### config.mk
export PLATFORM = sky130hd
export DESIGN_NAME = edge_detector_array
export DESIGN_NICKNAME = d
export VERILOG_FILES = /design/src/rtl/edge_pkg.sv /design/src/rtl/edge_channel.sv /design/src/rtl/edge_detector_array.sv
export SDC_FILE = /design/constraint.sdc
export NUM_CORES = 1
export LEC_CHECK = 0
export BUFFER_PORTS_ARGS = -buffer_cell sky130_fd_sc_hd__buf_2
export CORE_AREA = 2 2 73 75
export CTS_BUF_LIST = sky130_fd_sc_hd__clkbuf_4
export DETAILED_ROUTE_END_ITERATION = 10
export DIE_AREA = 0 0 75 77
export PLACE_DENSITY = 0.95
export SKIP_LAST_GASP = 1
export SYNTH_ARGS = -nofsm -noshare
export SYNTH_HDL_FRONTEND = slang
export SYNTH_SLANG_ARGS = --single-unit
### constraint.sdc
create_clock -name clk -period 4.05 [get_ports clk]
set_input_delay 0.2025 -clock clk [delete_from_list [all_inputs] [get_ports clk]]
set_output_delay 0.2025 -clock clk [all_outputs]
set_load 0.02 [all_outputs]
### src/rtl/edge_pkg.sv
// Shared types for the edge detector array: counter mode selection and the
// per-channel debounce state encoding.
package edge_pkg;

    // Which accepted edges advance a channel's edge counter.
    typedef enum logic [1:0] {
        EDGE_RISE,
        EDGE_FALL,
        EDGE_BOTH
    } count_mode_t;

    // Debounce FSM states; the filtered level is implied by the state.
    typedef enum logic [1:0] {
        IDLE_LOW,
        PEND_HIGH,
        IDLE_HIGH,
        PEND_LOW
    } debounce_state_t;

    // True when an accepted edge of the given direction should be counted.
    function automatic logic counts_edge(count_mode_t mode, logic rise, logic fall);
        logic hit;
        hit = 1'b0;
        unique case (mode)
            EDGE_RISE: hit = rise;
            EDGE_FALL: hit = fall;
            EDGE_BOTH: hit = rise | fall;
            default:   hit = 1'b0;
        endcase
        return hit;
    endfunction

endpackage

### src/rtl/edge_channel.sv
// One edge detector channel: optional synchroniser, debounce FSM, registered
// rise/fall pulses and a saturating edge counter with synchronous clear.
module edge_channel
    import edge_pkg::*;
#(
    parameter int unsigned SYNC_STAGES     = 2,
    parameter int unsigned DEBOUNCE_CYCLES = 4,
    parameter int unsigned COUNT_W         = 8,
    parameter count_mode_t COUNT_MODE      = EDGE_BOTH
) (
    input  logic               clk,
    input  logic               rst,
    input  logic               in,
    input  logic               clear,
    output logic               positive_edge,
    output logic               negative_edge,
    output logic [COUNT_W-1:0] edge_count
);

    localparam int unsigned CntW = $clog2(DEBOUNCE_CYCLES + 1);
    localparam logic [CntW-1:0] CntLast = CntW'(DEBOUNCE_CYCLES - 1);
    localparam logic [CntW-1:0] CntOne  = CntW'(1);
    localparam logic [COUNT_W-1:0] CountMax = {COUNT_W{1'b1}};

    logic synced;

    if (SYNC_STAGES == 0) begin : gen_no_sync
        assign synced = in;
    end else begin : gen_sync
        logic [SYNC_STAGES-1:0] sync_q;

        // Shift the raw input through the synchroniser chain; oldest at the top.
        always_ff @(posedge clk) begin
            if (rst) begin
                sync_q <= '0;
            end else begin
                sync_q <= SYNC_STAGES'({sync_q, in});
            end
        end

        assign synced = sync_q[SYNC_STAGES-1];
    end

    debounce_state_t state_q, state_d;
    logic [CntW-1:0] cnt_q, cnt_d;
    logic            accept_rise, accept_fall;

    // Debounce next-state: a new level must be seen DEBOUNCE_CYCLES times in a row.
    always_comb begin
        state_d     = state_q;
        cnt_d       = cnt_q;
        accept_rise = 1'b0;
        accept_fall = 1'b0;
        unique case (state_q)
            IDLE_LOW: begin
                if (synced) begin
                    if (DEBOUNCE_CYCLES == 1) begin
                        state_d     = IDLE_HIGH;
                        accept_rise = 1'b1;
                    end else begin
                        state_d = PEND_HIGH;
                        cnt_d   = CntOne;
                    end
                end
            end
            PEND_HIGH: begin
                if (!synced) begin
                    // Glitch: drop back without a pulse.
                    state_d = IDLE_LOW;
                    cnt_d   = '0;
                end else if (cnt_q == CntLast) begin
                    state_d     = IDLE_HIGH;
                    cnt_d       = '0;
                    accept_rise = 1'b1;
                end else begin
                    cnt_d = cnt_q + CntOne;
                end
            end
            IDLE_HIGH: begin
                if (!synced) begin
                    if (DEBOUNCE_CYCLES == 1) begin
                        state_d     = IDLE_LOW;
                        accept_fall = 1'b1;
                    end else begin
                        state_d = PEND_LOW;
                        cnt_d   = CntOne;
                    end
                end
            end
            PEND_LOW: begin
                if (synced) begin
                    state_d = IDLE_HIGH;
                    cnt_d   = '0;
                end else if (cnt_q == CntLast) begin
                    state_d     = IDLE_LOW;
                    cnt_d       = '0;
                    accept_fall = 1'b1;
                end else begin
                    cnt_d = cnt_q + CntOne;
                end
            end
            default: begin
                state_d = IDLE_LOW;
                cnt_d   = '0;
            end
        endcase
    end

    // Debounce state and counter registers; reset discards any pending edge.
    always_ff @(posedge clk) begin
        if (rst) begin
            state_q <= IDLE_LOW;
            cnt_q   <= '0;
        end else begin
            state_q <= state_d;
            cnt_q   <= cnt_d;
        end
    end

    logic rise_q, fall_q;

    // Registered one-cycle pulses for accepted edges.
    always_ff @(posedge clk) begin
        if (rst) begin
            rise_q <= 1'b0;
            fall_q <= 1'b0;
        end else begin
            rise_q <= accept_rise;
            fall_q <= accept_fall;
        end
    end

    logic               count_en;
    logic [COUNT_W-1:0] count_q;

    assign count_en = counts_edge(COUNT_MODE, accept_rise, accept_fall);

    // Saturating counter, updated on the same edge as the pulse; clear wins.
    always_ff @(posedge clk) begin
        if (rst) begin
            count_q <= '0;
        end else if (clear) begin
            count_q <= '0;
        end else if (count_en && (count_q != CountMax)) begin
            count_q <= count_q + COUNT_W'(1);
        end
    end

    assign positive_edge = rise_q;
    assign negative_edge = fall_q;
    assign edge_count    = count_q;

endmodule

### src/rtl/edge_detector_array.sv
// N independent debounced edge detector channels with a combined any-edge flag.
module edge_detector_array
    import edge_pkg::*;
#(
    parameter int unsigned N               = 4,
    parameter int unsigned SYNC_STAGES     = 2,
    parameter int unsigned DEBOUNCE_CYCLES = 4,
    parameter int unsigned COUNT_W         = 8,
    parameter count_mode_t COUNT_MODE      = EDGE_BOTH
) (
    input  logic                 clk,
    input  logic                 rst,
    input  logic [N-1:0]         in,
    input  logic                 clear,
    output logic [N-1:0]         positive_edge,
    output logic [N-1:0]         negative_edge,
    output logic                 any_edge,
    output logic [N*COUNT_W-1:0] edge_count
);

    if (N < 1) begin : gen_bad_n
        $error("edge_detector_array: N must be at least 1");
    end
    if (SYNC_STAGES > 3) begin : gen_bad_sync
        $error("edge_detector_array: SYNC_STAGES must be 0..3");
    end
    if (DEBOUNCE_CYCLES < 1) begin : gen_bad_deb
        $error("edge_detector_array: DEBOUNCE_CYCLES must be at least 1");
    end
    if (COUNT_W < 1) begin : gen_bad_cw
        $error("edge_detector_array: COUNT_W must be at least 1");
    end

    for (genvar i = 0; i < N; i++) begin : gen_ch
        edge_channel #(
            .SYNC_STAGES    (SYNC_STAGES),
            .DEBOUNCE_CYCLES(DEBOUNCE_CYCLES),
            .COUNT_W        (COUNT_W),
            .COUNT_MODE     (COUNT_MODE)
        ) u_channel (
            .clk          (clk),
            .rst          (rst),
            .in           (in[i]),
            .clear        (clear),
            .positive_edge(positive_edge[i]),
            .negative_edge(negative_edge[i]),
            .edge_count   (edge_count[i*COUNT_W +: COUNT_W])
        );
    end

    // Pulses are already registered, so the OR is high in the pulse cycle itself.
    assign any_edge = |{positive_edge, negative_edge};

endmodule
=== Word-level counts from Yosys, hierarchy flattened ===
Cells that the tools add are included.

* Output and inout port bits: 41
* Input port bits: 7
* Register bits: 68

* Reductions and logical operators: 18
* Bitwise gates (word level): 4
* Mux-type cells: 72
* Eq/ne operators: 36
* $add $sub $neg: 8

{| class="wikitable"
|+ Operator list
! kind !! number
|-
| $mux W3 || 20
|-
| $mux W2 || 24
|-
| $pmux W3 S4 || 4
|-
| $add A8 B1 Y8 const B || 4
|-
| $ne A8 B8 Y1 const B || 4
|-
| $pmux W2 S4 || 4
|-
| $mux W1 || 20
|-
| $eq A2 B2 Y1 const B || 8
|-
| $reduce_and A4 Y1 || 4
|-
| $add A3 B1 Y3 const B || 4
|-
| $eq A3 B2 Y1 const B || 4
|-
| $ne A3 B1 Y1 const B || 4
|-
| $ne A3 B3 Y1 const B || 4
|-
| $eq A2 B1 Y1 const B || 4
|-
| $logic_not A2 Y1 || 4
|-
| $ne A2 B1 Y1 const B || 4
|-
| $ne A2 B2 Y1 const B || 4
|-
| $reduce_and A2 Y1 || 4
|-
| $reduce_or A8 Y1 || 1
|-
| $logic_and A1 B1 Y1 || 4
|-
| $or A1 B1 Y1 || 4
|-
| $reduce_or A2 Y1 || 1
|}

=== Longest topological paths before layout ===
Gate-level depths: netlist of run 1.

* Word-level depth: 6
* Depth in mapped cells: 6

=== Hierarchy ===
Synthesis of run 1 repeated with hierarchy kept, for this count alone.

* Cells, all modules: 316
* Area, all modules: 2,926.6 um^2

{| class="wikitable"
|+ By module, submodules not included
! module !! cells an instance !! times used !! seq. area each (um^2) !! area an instance (um^2)
|-
| edge_channel (gen_ch[0].u_channel ...) || 79 || 3 || 340.3 || 720.7
|-
| edge_channel (gen_ch[3].u_channel) || 76 || 1 || 340.3 || 748.2
|-
| edge_detector_array || 3 || 1 || 0.0 || 16.3
|}

=== Worst setup path after synthesis of run 1 ===
Ideal clock, no wire load.

* Path kind: register -> register
* From: reg gen_ch[1].u_channel.cnt_q[0]
* To: reg gen_ch[1].u_channel.count_q[5]
* Data arrival time: 1.721 ns
* Data required time: 3.980 ns
* Setup time: 0.070 ns
* Setup slack: 2.259 ns
* Clock period less this slack: 1.791 ns
* Cell stages (with the launch flop): 6
* Buffers on the path: 0
* Path through: dfxtp_1 > ha_1 > or2b_2 > or3_4 > or4_1 > a21oi_1

* Word-level cells in the longest chain between the ends: 6
* Elaborated cells between the ends (all ways): 8
* Those cells by class: eq/ne (1); mux (5); bitwise (1); reduce/logical (1)

{| class="wikitable"
|+ Ends and longest elaborated chain
! element !! line !! RTL
|-
| from (decl) || edge_channel.sv:45 || <nowiki>logic [CntW-1:0] cnt_q, cnt_d;</nowiki>
|-
| from (signal assigned) || edge_channel.sv:116 || <nowiki>cnt_q <= cnt_d;</nowiki>
|-
| $eq A3 B2 Y1 (*) || edge_channel.sv:71, edge_channel.sv:94 ||
|-
| $mux W1 (*) || edge_channel.sv:71, edge_channel.sv:94 ||
|-
| $mux W1, on equally long branches || edge_channel.sv:67, edge_channel.sv:91 ||
|-
| $mux W1 || edge_channel.sv:54 || <nowiki>unique case (state_q)</nowiki>
|-
| $or A1 B1 Y1 (*) || edge_pkg.sv:27 || <nowiki>EDGE_BOTH: hit = rise | fall;</nowiki>
|-
| $logic_and A1 B1 Y1 (*) || edge_channel.sv:144 || <nowiki>end else if (count_en && (count_q != CountMax)) begin</nowiki>
|-
| to (signal assigned) || edge_channel.sv:145 || <nowiki>count_q <= count_q + COUNT_W'(1);</nowiki>
|-
| to (decl) || edge_channel.sv:134 || <nowiki>logic [COUNT_W-1:0] count_q;</nowiki>
|}

Every way passes the cells marked *; elsewhere a longest branch is shown, timed or not.
A chain may end at the register's enable or synchronous reset.

=== Worst setup path in the final report of run 1 ===
Same ends and word-level chain as after synthesis.

==> results.cfg, run 1 <==
[run_status]
outcome = finished, final reports clean

[worst_setup_path]
worstPathArrival_ns = 2.28
crit_chain = ha_1, or2b_2, or3_4, or4_1, a21oi_1
cpPeakStageDelay_ns = 0.41
worst-path-stages = 5
criticalPathCategory = flip-flop to flip-flop
cp-start-kind = flip-flop
crit_path_end_kind = flip-flop
critical_path.top_delay_family = simple AND/OR/NAND/NOR gates
reg2reg_depth = 5
cp_slowest_cell = or4_1
crit_buf_inv = 0
required_ns = 4.39
crit_fanout = 4

[yosys]
ys_warn_count = 0
synth.most_common_cell = dfxtp_1
synth-async-reset-ratio = 0
synth_edf_count = 0
synthesis.nets = 321
synth_ff_type = dfxtp_1
synthTopCellsByArea = dfxtp_1 47%, a21oi_1 3.8%, ha_1 3.4%, nor2_1 3.1%, nor4b_1 2.7%
netlist_instances = 306
synth_top_area_frac = 0.466
yosys-top-cells-count = 68 x dfxtp_1, 24 x nor2_1, 22 x a21oi_1
yosys.area.top_type = dfxtp_1
synth.cell_area_um2 = 2920
avgSynthCellArea_um2 = 9.56
ys_types = 46
synth_seq_cells = 68
seq_area_frac_synth = 0.466

[timing]
setup_violations = 0
layout_setup_ws_ns = 2.11
drv_slew = 0
fin_crit_ns = 1.94
skew_ns = 0.0116
period_share = 0.479
slew_headroom = 0.593
fmax_ghz = 0.515
rsz0062_at_grt = false
tns_ns = 0
finalHoldViolations = 0
worst_pin_slew_ns = 0.602

[power_and_ir_drop]
vdd_drop_max_v = 0.000293
p_leak_nw = 1.35
cellPowerDensity_nw_per_um2 = 358
power_w = 0.00120

[global_routing]
grt_max_degree = 39
grt.total_usage = 0.203
antenna_found_initial = 0
globalRouteOverflowTotal = 0
first_global_vias = 2181
grt_pass1_wl_mm = 9.38

[run]
maxCapViolations = 0

[placed_design]
gp_congestion = 0.822
place_ws_ns = 2.16
hpwl_mm = 3.89
io_buffers = 47

[floorplanning]
dieArea_um2 = 5780
die_h_um = 77
rows = 26
core-area_um2 = 4980
die_w_um = 75
initial_core_util = 0.587
ioPinCount = 48

[clock_network]
cts_resized = 0
clk_pin_slew_ns = 0.10
max-clock-path-buffers = 2
root_buffer = clkbuf_4
insertion_delay_ns = 0.40
post-cts-setup-buffer-count = 0
htreeDepth = 3
holdBufCountCts = 3
cts_buffers = 9
cts_tree = built
cts.sinks = 68

[detailed_routing]
post_drt_wl_per_cell_um = 13.1
postRouteAntennaNets = 0
drc = 0
drt-vias-per-instance = 5.68
firstDrtPassIters = 4
vias = 2425
drtIter0Drc = 91
wl_mm = 5.60

[cells_and_area]
area_growth_pct = 14.3
drive_gt1_frac = 0.196
nets = 367
final_core_util = 0.672
antenna_cells = 0

[min_path]
hp-class = primary input to flip-flop
min_path_cells = 2
registers in the layout, indices dropped and copies added, names as in the netlist, named ones only:
register                          count
gen_ch.u_channel.edge_count          32
gen_ch.u_channel.cnt_q               12
gen_ch.u_channel.gen_sync.sync_q      8
gen_ch.u_channel.negative_edge        4
gen_ch.u_channel.positive_edge        4
gen_ch.u_channel.state_q              4
placed cells by master (no fill, tap or decap), types with 2 or more instances in the layout:
cell type      instances
dfxtp_1               68
buf_2                 47
nor2_1                24
a21oi_1               22
nand2_1               20
nand3_1               12
o21ai_0               12
nand4_1               11
clkbuf_4              10
nor4b_1                9
nor2b_1                9
o31ai_1                8
or4_1                  8
ha_1                   8
and3b_1                7
xor2_1                 7
or3_1                  7
mux2i_1                6
nand3b_1               5
o211ai_1               4
inv_1                  4
nor4_1                 3
xor2_2                 3
nand2b_1               3
o41ai_1                3
o2111ai_1              3
clkinv_1               3
dlygate4sd3_1          3
or3b_2                 2
a211oi_1               2
xnor2_1                2
o21ai_1                2
o311ai_0               2
bufinv_16              2
worst reg2reg max path: stages (launching register included):
cell and delay [ns]:
dfxtp_1 0.37, ha_1 0.22, or2b_2 0.35, or3_4 0.39, or4_1 0.41, a21oi_1 0.14
path summary, 6_finish.rpt:
check,from,endpoint,slack [ns]
worst max-delay path,gen_ch[1].u_channel.cnt_q[0]$_SDFFE_PP0P_,gen_ch[1].u_channel.edge_count[5]$_SDFFE_PP0P_,2.11
worst min-delay path,in[1],gen_ch[1].u_channel.gen_sync.sync_q[0]$_SDFF_PP0_,0.03
worst max register to register,gen_ch[1].u_channel.cnt_q[0]$_SDFFE_PP0P_,gen_ch[1].u_channel.edge_count[5]$_SDFFE_PP0P_,2.11
worst min register to register,gen_ch[3].u_channel.gen_sync.sync_q[0]$_SDFF_PP0_,gen_ch[3].u_channel.gen_sync.sync_q[1]$_SDFF_PP0_,0.45
layout make-up:
cell class / count / area [um^2]
timing repair buffer: 51 / 273
clock inverter: 6 / 78.8
multi-input combinational: 218 / 1450
clock buffer: 10 / 75.1
inverter: 4 / 15.0
sequential: 68 / 1360
tap: 70 / 87.6
fill: 408 / 1630
per-stage QoR:
step,instances,hold WS [ns],cell area [um^2]
4_1_cts,427,0.00773,3340
3_3_place_gp,408,0.412,3160
6_report,427,0.0258,3340
3_5_place_dp,408,0.416,3160
2_1_floorplan,306,0.331,2920
5_1_grt,427,0.0378,3340
cells by family (layout without fill, tap and decap cells):
| family | after synthesis | after routing | share of synthesized area |
|---|---|---|---|
| AND/OR/NAND/NOR | 127 | 127 | 0.253 |
| flip-flops | 68 | 68 | 0.466 |
| AO/OA/AOI/OAI | 64 | 64 | 0.141 |
| buffers and inverters | 20 | 71 | 0.0377 |
| XOR/XNOR | 12 | 12 | 0.0436 |
| adder cells (fa/ha/maj) | 8 | 8 | 0.0342 |
| multiplexers | 7 | 7 | 0.0244 |
routing by layer:
layer | routed length, um | GRT usage
met4 | 80 | 0.0821
met2 | 2880 | 0.347
met1 | 2420 | 0.243
met5 | 0 | 0
met3 | 222 | 0.0394
where the power goes:
group | internal [W] | switching, W | total [W]
logic | 0.0000136 | 0.0000208 | 0.0000344
registers | 0.000675 | 0.00000591 | 0.000681
clock network | 0.000252 | 0.000231 | 0.000482
total | 0.000940 | 0.000257 | 0.00120
(Power assumes the default switching activity.)
==> run 2: changes to the inputs <==
- CORE_AREA: 2 2 73 75 -> 2 2 78 80
- DIE_AREA: 0 0 75 77 -> 0 0 80 82
- PLACE_DENSITY: 0.95 -> 0.89
- clock period: 4.05 -> 1.75 ns (I/O delays scaled with it)
==> run 2 against run 1 <==
Effect of this change: largest cell class unchanged; clock-buffer cell count is the same; total power grew 120%; the flow now finishes with violations (setup timing); critical path type unchanged; sequential cell count is the same.
==> results.cfg, run 2 (synthesis gave the netlist of run 1 again) <==
[detailed_routing]
vias = 2527
wl_met1_mm = 2.66
wl_met2_mm = 3.20
drtIter0Drc = 109
top_layer = met4
post_drt_wl_per_cell_um = 13.6
drt-vias-per-instance = 5.57
firstDrtPassIters = 4
drc = 0
wl_mm = 6.19
wl_met3_um = 213
postRouteAntennaNets = 0

[placed_design]
hpwl_mm = 4.08
place_ws_ns = -0.0121
placed_area_um2 = 3280
io_buffers = 47
gp_congestion = 0.847

[cells_and_area]
layout_common_cells = 63 x dfxtp_1, 47 x buf_2, 24 x nor2_1
area_growth_pct = 21.7
fillerInstances = 495
nets = 391
largest_reg_flops = 32
mostFrequentLayoutCell = dfxtp_1
antenna_cells = 0
multi_input_area_um2 = 1510
register_area_um2 = 1370
final_area_um2 = 3560
drive_gt1_frac = 0.280

[power_and_ir_drop]
seq_power_share = 0.604
p_leak_nw = 1.45
comb_power_share = 0.037
power.switching_w = 0.000583
clock_power_share = 0.360
cellPowerDensity_nw_per_um2 = 734
power_w = 0.00261
p_int_w = 0.00203
vdd_drop_max_v = 0.000490
switching_share = 0.223

[clock_network]
cts_buffers = 9
cts_tree = built
max-clock-path-buffers = 2
clk_pin_slew_ns = 0.10
insertion_delay_ns = 0.41
cts.sinks = 68
root_buffer = clkbuf_4
htreeDepth = 3

[worst_setup_path]
cp_slowest_cell = or4_4
reg2reg_to = gen_ch[1].u_channel.edge_count[5]$_SDFFE_PP0P_
crit_path_end_kind = flip-flop
crit_path_start = gen_ch[1].u_channel.cnt_q[1]$_SDFFE_PP0P_
worstPathArrival_ns = 2.10
cp-start-kind = flip-flop
critical_path.top_delay_family = simple AND/OR/NAND/NOR gates
crit_buf_inv = 0
crit_fanout = 2
criticalPathCategory = flip-flop to flip-flop
required_ns = 2.09
rr_startpoint = gen_ch[1].u_channel.cnt_q[1]$_SDFFE_PP0P_
crit_chain = ha_4, or2b_4, or3_4, or4_4, a21oi_2
cpPeakStageDelay_ns = 0.42
regToRegSetupSlack_ns = -0.005
reg2reg_depth = 5

[min_path]
min_path_cells = 3
min_to = gen_ch[1].u_channel.gen_sync.sync_q[1]$_SDFF_PP0_
hp-class = primary input to flip-flop
min-delay-start = rst

[floorplanning]
initial_core_util = 0.509
die_h_um = 82
core-area_um2 = 5750
ioPinCount = 48
dieArea_um2 = 6560
rows = 28
die_w_um = 80

[timing]
rsz0062_at_grt = true
fmax_ghz = 0.570
setup_violations = 1
fin_crit_ns = 1.76
slew_headroom = 0.346
period_share = 1.00
finalHoldViolations = 0
drv_slew = 0
skew_ns = 0.00979
layout_setup_ws_ns = -0.00534
worst_pin_slew_ns = 0.982

[global_routing]
grt_max_degree = 38
globalRouteOverflowTotal = 0
antenna_found_initial = 0
grt_pass1_wl_mm = 9.63
first_global_vias = 2243
grt.total_usage = 0.188

[run]
maxCapViolations = 0

[run_status]
violations = setup timing
outcome = finished, violations left
[run 2: area by class of cell]
type / instances / share of cell area
clock buffers: 10 / 0.0211
inverters: 4 / 0.00422
repair buffers: 75 / 0.129
clock inverters: 4 / 0.0120
flip-flops and latches: 68 / 0.384
multi-input cells: 218 / 0.424
well taps: 75 / 0.0264
[run 2: what timing repair did]
action,4_1_cts,5_1_grt
pin swaps,0,5
endpoints found under the setup margin,1,20
endpoints found under the hold margin,5,0
gates cloned,0,0
gates resized for setup,2,14
setup buffers,1,6
hold buffers,5,0
[run 2: tightest hold or removal path, cell delays in order]
cell and delay (ns):
buf_2 0.10, buf_4 0.23, nor2b_1 0.13
[run 2: per-layer routing]
metal | track usage | up-vias
met3 | 0.0451 | 12
met2 | 0.326 | 51
met5 | 0 | -
met1 | 0.213 | 1195
li1 | - | 1269
met4 | 0.108 | 0
[run 2: how the worst max path moves through the flow]
stage,end,cells past startpoint
CTS,gen_ch[1].u_channel.edge_count[5]$_SDFFE_PP0P_,5
global placement,gen_ch[1].u_channel.edge_count[5]$_SDFFE_PP0P_,5
global route,gen_ch[1].u_channel.edge_count[5]$_SDFFE_PP0P_,6
detailed placement,gen_ch[1].u_channel.edge_count[5]$_SDFFE_PP0P_,5
finish,gen_ch[1].u_channel.edge_count[5]$_SDFFE_PP0P_,5
floorplan,gen_ch[1].u_channel.edge_count[5]$_SDFFE_PP0P_,5
[run 2: per-stage QoR]
step           utilization  instances  setup TNS, ns  hold slack [ns]
2_1_floorplan            -        306              0            0.216
3_3_place_gp         0.571        428              0            0.297
3_5_place_dp         0.571        428        -0.0121            0.306
4_1_cts              0.602        448              0            0.169
5_1_grt              0.620        454         -0.143            0.185
6_report             0.620        454       -0.00534            0.185
[run 2: power by group through the flow]
stage	clock [W]	combinational, W	sequential (W)
6_report	0.000941	0.0000956	0.00158
5_1_grt	0.00103	0.000106	0.00158
4_1_cts	0.000963	0.0000934	0.00158
3_5_place_dp	0	0.0000817	0.00161
3_3_place_gp	0	0.0000791	0.00161
2_1_floorplan	0	0.0000562	0.00161
